===== src/rtl/game_sprite_mover_if.sv =====
// game_sprite_mover_if: load/status bundle between a sprite controller and game_sprite_mover.
interface game_sprite_mover_if #(
    parameter int X_WIDTH  = 10,
    parameter int Y_WIDTH  = 10,
    parameter int DX_WIDTH = 2,
    parameter int DY_WIDTH = 2
);
    logic                sprite_write;
    logic [X_WIDTH-1:0]  sprite_write_x;
    logic [Y_WIDTH-1:0]  sprite_write_y;
    logic [DX_WIDTH-1:0] sprite_write_dx;
    logic [DY_WIDTH-1:0] sprite_write_dy;
    logic [1:0]          sprite_write_mode;
    logic [X_WIDTH-1:0]  sprite_x;
    logic [Y_WIDTH-1:0]  sprite_y;
    logic [DX_WIDTH-1:0] sprite_dx;
    logic [DY_WIDTH-1:0] sprite_dy;
    logic                sprite_moving;
    logic                sprite_edge;
    modport master (
        output sprite_write, sprite_write_x, sprite_write_y, sprite_write_dx, sprite_write_dy, sprite_write_mode,
        input  sprite_x, sprite_y, sprite_dx, sprite_dy, sprite_moving, sprite_edge
    );
    modport slave (
        input  sprite_write, sprite_write_x, sprite_write_y, sprite_write_dx, sprite_write_dy, sprite_write_mode,
        output sprite_x, sprite_y, sprite_dx, sprite_dy, sprite_moving, sprite_edge
    );
endinterface


===== src/rtl/game_sprite_mover.sv =====
// game_sprite_mover: strobed sprite position/velocity engine with wrap, bounce and stop edge modes.
module game_sprite_mover #(
    parameter int X_WIDTH      = 10,
    parameter int Y_WIDTH      = 10,
    parameter int DX_WIDTH     = 2,
    parameter int DY_WIDTH     = 2,
    parameter int STROBE_WIDTH = 20,
    parameter int X_MAX        = 639,
    parameter int Y_MAX        = 479
) (
    input logic                clk,
    input logic                reset,
    game_sprite_mover_if.slave bus
);
    typedef enum logic {IDLE, MOVING} state_t;
    localparam logic [1:0] WRAP = 2'd0;
    localparam logic [1:0] BOUNCE = 2'd1;
    localparam logic [X_WIDTH-1:0] XMAX = X_WIDTH'(X_MAX);
    localparam logic [Y_WIDTH-1:0] YMAX = Y_WIDTH'(Y_MAX);
    localparam logic signed [X_WIDTH:0] XMAX_S = $signed({1'b0, XMAX});
    localparam logic signed [Y_WIDTH:0] YMAX_S = $signed({1'b0, YMAX});
    localparam logic [DX_WIDTH-1:0] DX_MIN = {1'b1, {(DX_WIDTH-1){1'b0}}};
    localparam logic [DY_WIDTH-1:0] DY_MIN = {1'b1, {(DY_WIDTH-1){1'b0}}};
    state_t                  state_q, state_d;
    logic [X_WIDTH-1:0]      x_q, x_d;
    logic [Y_WIDTH-1:0]      y_q, y_d;
    logic [DX_WIDTH-1:0]     dx_q, dx_d;
    logic [DY_WIDTH-1:0]     dy_q, dy_d;
    logic [1:0]              mode_q, mode_d;
    logic                    edge_q, edge_d;
    logic [STROBE_WIDTH-1:0] cnt_q;
    logic                    strobe;
    logic signed [X_WIDTH:0] nx;
    logic signed [Y_WIDTH:0] ny;
    logic                    x_lo, x_hi, x_edge, y_lo, y_hi, y_edge;
    logic [X_WIDTH-1:0]      x_clamp, x_wrap;
    logic [Y_WIDTH-1:0]      y_clamp, y_wrap;
    logic [DX_WIDTH-1:0]     dx_flip;
    logic [DY_WIDTH-1:0]     dy_flip;

    assign strobe  = &cnt_q;
    assign nx      = $signed({1'b0, x_q}) + $signed({{(X_WIDTH+1-DX_WIDTH){dx_q[DX_WIDTH-1]}}, dx_q});
    assign ny      = $signed({1'b0, y_q}) + $signed({{(Y_WIDTH+1-DY_WIDTH){dy_q[DY_WIDTH-1]}}, dy_q});
    assign x_lo    = nx[X_WIDTH];
    assign y_lo    = ny[Y_WIDTH];
    assign x_hi    = nx > XMAX_S;
    assign y_hi    = ny > YMAX_S;
    assign x_edge  = x_lo | x_hi;
    assign y_edge  = y_lo | y_hi;
    assign x_clamp = x_lo ? '0 : x_hi ? XMAX : nx[X_WIDTH-1:0];
    assign y_clamp = y_lo ? '0 : y_hi ? YMAX : ny[Y_WIDTH-1:0];
    assign x_wrap  = x_lo ? XMAX : x_hi ? '0 : nx[X_WIDTH-1:0];
    assign y_wrap  = y_lo ? YMAX : y_hi ? '0 : ny[Y_WIDTH-1:0];
    // Negating the most-negative speed saturates to the most-positive one
    assign dx_flip = (dx_q == DX_MIN) ? ~DX_MIN : -dx_q;
    assign dy_flip = (dy_q == DY_MIN) ? ~DY_MIN : -dy_q;

    always_comb begin
        state_d = state_q;
        x_d     = x_q;
        y_d     = y_q;
        dx_d    = dx_q;
        dy_d    = dy_q;
        mode_d  = mode_q;
        edge_d  = 1'b0;
        if (bus.sprite_write) begin
            x_d     = (bus.sprite_write_x > XMAX) ? XMAX : bus.sprite_write_x;
            y_d     = (bus.sprite_write_y > YMAX) ? YMAX : bus.sprite_write_y;
            dx_d    = bus.sprite_write_dx;
            dy_d    = bus.sprite_write_dy;
            mode_d  = bus.sprite_write_mode;
            state_d = (|bus.sprite_write_dx || |bus.sprite_write_dy) ? MOVING : IDLE;
        end else if (strobe && state_q == MOVING) begin
            edge_d = x_edge | y_edge;
            x_d    = (mode_q == WRAP) ? x_wrap : x_clamp;
            y_d    = (mode_q == WRAP) ? y_wrap : y_clamp;
            if (mode_q == BOUNCE) begin
                dx_d = x_edge ? dx_flip : dx_q;
                dy_d = y_edge ? dy_flip : dy_q;
            end else if (mode_q != WRAP && edge_d) begin
                dx_d    = '0;
                dy_d    = '0;
                state_d = IDLE;
            end
        end
    end

    always_ff @(posedge clk or posedge reset) begin
        if (reset) begin
            state_q <= IDLE;
            x_q     <= '0;
            y_q     <= '0;
            dx_q    <= '0;
            dy_q    <= '0;
            mode_q  <= '0;
            edge_q  <= 1'b0;
            cnt_q   <= '0;
        end else begin
            state_q <= state_d;
            x_q     <= x_d;
            y_q     <= y_d;
            dx_q    <= dx_d;
            dy_q    <= dy_d;
            mode_q  <= mode_d;
            edge_q  <= edge_d;
            cnt_q   <= cnt_q + STROBE_WIDTH'(1);
        end
    end

    assign bus.sprite_x      = x_q;
    assign bus.sprite_y      = y_q;
    assign bus.sprite_dx     = dx_q;
    assign bus.sprite_dy     = dy_q;
    assign bus.sprite_moving = (state_q == MOVING);
    assign bus.sprite_edge   = edge_q;
endmodule


===== src/flat_wrapper.sv =====
// flat-port wrapper written by rule: the top's interface ports become plain ports
module game_sprite_mover_flat 
#(
    parameter int X_WIDTH      = 10,
    parameter int Y_WIDTH      = 10,
    parameter int DX_WIDTH     = 2,
    parameter int DY_WIDTH     = 2,
    parameter int STROBE_WIDTH = 20,
    parameter int X_MAX        = 639,
    parameter int Y_MAX        = 479
)
  (clk, reset, bus_sprite_write, bus_sprite_write_x, bus_sprite_write_y, bus_sprite_write_dx, bus_sprite_write_dy, bus_sprite_write_mode, bus_sprite_x, bus_sprite_y, bus_sprite_dx, bus_sprite_dy, bus_sprite_moving, bus_sprite_edge);
  game_sprite_mover_if #(.X_WIDTH(X_WIDTH), .Y_WIDTH(Y_WIDTH), .DX_WIDTH(DX_WIDTH), .DY_WIDTH(DY_WIDTH)) bus_i ();
  input logic clk;
  input logic reset;
  input wire logic [$bits(bus_i.sprite_write)-1:0] bus_sprite_write;
  input wire logic [$bits(bus_i.sprite_write_x)-1:0] bus_sprite_write_x;
  input wire logic [$bits(bus_i.sprite_write_y)-1:0] bus_sprite_write_y;
  input wire logic [$bits(bus_i.sprite_write_dx)-1:0] bus_sprite_write_dx;
  input wire logic [$bits(bus_i.sprite_write_dy)-1:0] bus_sprite_write_dy;
  input wire logic [$bits(bus_i.sprite_write_mode)-1:0] bus_sprite_write_mode;
  output wire logic [$bits(bus_i.sprite_x)-1:0] bus_sprite_x;
  output wire logic [$bits(bus_i.sprite_y)-1:0] bus_sprite_y;
  output wire logic [$bits(bus_i.sprite_dx)-1:0] bus_sprite_dx;
  output wire logic [$bits(bus_i.sprite_dy)-1:0] bus_sprite_dy;
  output wire logic [$bits(bus_i.sprite_moving)-1:0] bus_sprite_moving;
  output wire logic [$bits(bus_i.sprite_edge)-1:0] bus_sprite_edge;
  assign bus_i.sprite_write = bus_sprite_write;
  assign bus_i.sprite_write_x = bus_sprite_write_x;
  assign bus_i.sprite_write_y = bus_sprite_write_y;
  assign bus_i.sprite_write_dx = bus_sprite_write_dx;
  assign bus_i.sprite_write_dy = bus_sprite_write_dy;
  assign bus_i.sprite_write_mode = bus_sprite_write_mode;
  assign bus_sprite_x = bus_i.sprite_x;
  assign bus_sprite_y = bus_i.sprite_y;
  assign bus_sprite_dx = bus_i.sprite_dx;
  assign bus_sprite_dy = bus_i.sprite_dy;
  assign bus_sprite_moving = bus_i.sprite_moving;
  assign bus_sprite_edge = bus_i.sprite_edge;
  game_sprite_mover #(.X_WIDTH(X_WIDTH), .Y_WIDTH(Y_WIDTH), .DX_WIDTH(DX_WIDTH), .DY_WIDTH(DY_WIDTH), .STROBE_WIDTH(STROBE_WIDTH), .X_MAX(X_MAX), .Y_MAX(Y_MAX)) u_core (.clk(clk), .reset(reset), .bus(bus_i));
endmodule

===== config.mk =====
export PLATFORM = sky130hd
export DESIGN_NAME = game_sprite_mover_flat
export DESIGN_NICKNAME = d
export VERILOG_FILES = /design/src/rtl/game_sprite_mover_if.sv /design/src/rtl/game_sprite_mover.sv /design/src/flat_wrapper.sv
export SDC_FILE = /design/constraint.sdc
export NUM_CORES = 1
export LEC_CHECK = 0
export BUFFER_PORTS_ARGS = -buffer_cell sky130_fd_sc_hd__buf_2
export CAP_MARGIN = 20
export CORE_AREA = 8 8 104 106
export DETAILED_ROUTE_END_ITERATION = 8
export DIE_AREA = 0 0 112 114
export GPL_TIMING_DRIVEN = 0
export MAX_ROUTING_LAYER = met4
export PLACE_DENSITY = 0.64
export SETUP_SLACK_MARGIN = 0.05
export SLEW_MARGIN = 40
export SYNTH_ARGS = -nofsm -noshare
export SYNTH_HDL_FRONTEND = slang
export SYNTH_SLANG_ARGS = --single-unit

===== constraint.sdc =====
create_clock -name clk -period 2.92 [get_ports clk]
set_input_delay 0.292 -clock clk [delete_from_list [all_inputs] [get_ports clk]]
set_output_delay 0.292 -clock clk [all_outputs]
set_load 0.005 [all_outputs]

==> results_dict.tcl <==
set metrics [dict create \
    die_w_microns 112 \
    crit_top_cell "buf_4" \
    grt_max_degree 28 \
    synth.yosys.seq_area_share_pct 33.9 \
    drv_cap 0 \
    total_power_mw 3.29 \
    nets 521 \
    ys_top_cells_by_count "48 x dfrtp_1, 38 x nor2_1, 31 x nand2_1, 25 x a21oi_1, 25 x xnor2_1" \
    arrival_ns 3.13 \
    syn_nets 437 \
    synth_seq_cells 48 \
    r2r_slack_ns -0.02 \
    cts_buffer_depth 2 \
    rows 35 \
    coreArea_sq_um 9110 \
    hold_violations 0 \
    finalSetupViolCount 2 \
    fin_skew_ns 0.0117 \
    htree_levels 2 \
    r2r-start "u_core.bus.sprite_dx[1]$_DFFE_PP0P_" \
    ir_drop_mv 0.244 \
    worstMarginPinSlew_ns 0.637 \
    initial_core_util_pct 38.9 \
    io_buffer_count 53 \
    netlist_area_sq_um 3540 \
    cts_tree "done" \
    crit_chain "fa_2 > a211oi_2 > buf_4 > o21ai_4 > o21ai_2 > a311oi_4 > a211oi_4 > buf_4 > nor4_4 > nor3_2 > o31ai_2" \
    drive_gt1_share_pct 36.0 \
    ys_types 66 \
    antenna_found_initial 0 \
    wl_per_cell_microns 17.3 \
    postSynthAreaPerCell_sq_um 9.20 \
    required_ns 3.11 \
    place.gp.congestion 0.853 \
    drc 0 \
    postSynthCellCount 385 \
    wl_met1_mm 4.62 \
    cts_buffers 5 \
    insertion_delay_ns 0.31 \
    yosysMostFrequentCell "dfrtp_1" \
    worst_slack_ns -0.0176 \
    fmax_mhz 340 \
    critPathLaunchType "flip-flop" \
    r2r_end "u_core.bus.sprite_moving$_DFFE_PP0P_" \
    violations "negative setup slack" \
    die_y_microns 114 \
    grt_overflow 0 \
    drt-total-wl_mm 10.0 \
    die-area_sq_um 12800 \
    areaGrowthSynthToFinish_pct 31.6 \
    track_usage_pct 15.2 \
    rsz0062_at_grt "true" \
    synth_area_leader_cell "dfrtp_1" \
    n_antenna_cell 0 \
    yosys_warnings 0 \
    yosysTopAreaCellShare_pct 33.9 \
    vias 3285 \
    end_kind "flip-flop" \
    slowest_stage "dfrtp_4" \
    period_minus_slack_ns 2.94 \
    min_from "bus_sprite_write_mode[1]" \
    cts_sinks 48 \
    leakage_nw 1.97 \
    top_layer "met4" \
    worstSetupPathType "flip-flop to flip-flop" \
    met2RoutedLength_mm 4.69 \
    root_buffer "clkbuf_8" \
    powerDensity_nw_per_um2 707 \
    synth.area.top_cells "dfrtp_1 34%, ha_1 7.4%, xnor2_1 6.2%, nor2_1 4.0%, a21oi_1 3.5%" \
    worst_r2r_path_depth 11 \
    first_pass_iters 4 \
    maxSlewViolCount 0 \
    min_path_cells 3 \
    status "complete, but fails checks" \
    drtIter0Drc 160 \
    avgViaCountPerCell 5.65 \
    synth_edf_count 0 \
    grt_pass1_vias 3188 \
    worstHoldPathType "input pin to flip-flop" \
    clk_pin_slew_worst_paths_ns 0.10 \
    synth_ff_type "dfrtp_1" \
    post-route-period-util_pct 101 \
    postRouteAntennaNets 0 \
    final_area_sq_um 4660 \
    async_reset_ff_share_pct 100 \
    post-route-util_pct 51.2 \
    whs_ns 0.213 \
    max_stage_delay_ns 0.55 \
    max-slew-margin-rel_pct 57.6 \
    place_area_sq_um 3970 \
    dp_hpwl_mm 6.98 \
    grt_pass1_wl_mm 15.7 \
    crit_fanout 6 \
    wl_met3_microns 637 \
    ios 55 \
    hold_end "u_core.mode_q[1]$_DFFE_PP0P_" \
]
## cells by family (layout without fill, tap and decap cells)
family	Yosys count	count (layout)	share of synthesized area, %
xor+xnor	30	30	7.42
fa+ha+maj	23	23	8.55
compound gates	120	120	26.2
flops	48	48	33.9
simple gates	130	130	19.0
buf+inv	29	114	3.25
mux	5	5	1.59
## metrics by stage
stage                     setup WS (ns)  TNS (ns)  instances
after floorplan                  0.0753         0        385
after global placement           -0.425     -4.05        549
after detailed placement         -0.449     -5.08        550
after CTS                       -0.0545    -0.161        570
after global routing             -0.126    -0.584        581
final                           -0.0176   -0.0197        581
## worst max-delay path: cells and delay by family, from the launching register on
| family | cells | cell delay, ns |
|---|---|---|
| buf+inv | 2 | 0.37 |
| simple gates | 2 | 0.32 |
| fa+ha+maj | 1 | 0.42 |
| flops | 1 | 0.55 |
| compound gates | 6 | 1.15 |
## cell type report
class	count	area (sq um)
plain buffers	11	50.0
clock buffers	6	82.6
clock inverters	2	13.8
fillers	848	4450
inverters	17	66.3
multi-input cells	308	2600
flip-flops and latches	48	1210
well taps	111	139
repair buffers	78	499
## placed cells by master (no fill, tap or decap), types with 9 or more instances in the layout
cell	netlist	final
buf_2	4	57
dfrtp_1	48	46
nor2_1	38	37
nand2_1	31	31
xnor2_1	25	24
buf_4	0	18
inv_1	17	16
a21oi_1	25	16
o31ai_1	14	13
nand3_1	11	11
nor3_1	9	9
o21ai_0	11	9
ha_4	0	9
## worst max path at each step
stage,from,endpoint,cells after the start
global placement,u_core.bus.sprite_dy[1]$_DFFE_PP0P_,u_core.bus.sprite_y[8]$_DFFE_PP0N_,9
CTS,u_core.bus.sprite_x[0]$_DFFE_PP0N_,u_core.bus.sprite_dy[0]$_DFFE_PP0P_,11
finish,u_core.bus.sprite_dx[1]$_DFFE_PP0P_,u_core.bus.sprite_moving$_DFFE_PP0P_,11
floorplan,u_core.bus.sprite_dx[1]$_DFFE_PP0P_,u_core.bus.sprite_dx[1]$_DFFE_PP0P_,9
global route,u_core.bus.sprite_dx[1]$_DFFE_PP0P_,u_core.bus.sprite_dy[0]$_DFFE_PP0P_,11
detailed placement,u_core.bus.sprite_dy[1]$_DFFE_PP0P_,u_core.bus.sprite_y[8]$_DFFE_PP0N_,9
## registers in the layout, indices dropped and copies added, names as in the netlist
name and flops:
u_core.bus.sprite_y 10, u_core.bus.sprite_x 10, u_core.cnt_q 20, u_core.bus.sprite_dy 2, u_core.bus.sprite_edge 1, u_core.mode_q 2
u_core.bus.sprite_dx 2, u_core.bus.sprite_moving 1
## power by group
part	switching (mW)	internal [mW]
clock	0.254	0.195
combinational	1.09	0.925
sequential	0.0917	0.737
total	1.44	1.86
## what timing repair did
item | CTS | global route
hold endpoints to repair | 21 | 0
hold buffers | 1 | 0
buffers inserted | 12 | 11
endpoints found under the setup margin | 24 | 25
gates resized for setup | 23 | 58
pin swaps | 15 | 24
## routing by layer
| metal | up-vias | GRT usage, % |
|---|---|---|
| met2 | 97 | 23.9 |
| met5 | - | - |
| met4 | 0 | 2.79 |
| met1 | 1583 | 20.2 |
| li1 | 1596 | - |
| met3 | 9 | 2.96 |
Power figures use the tool's default switching activity.
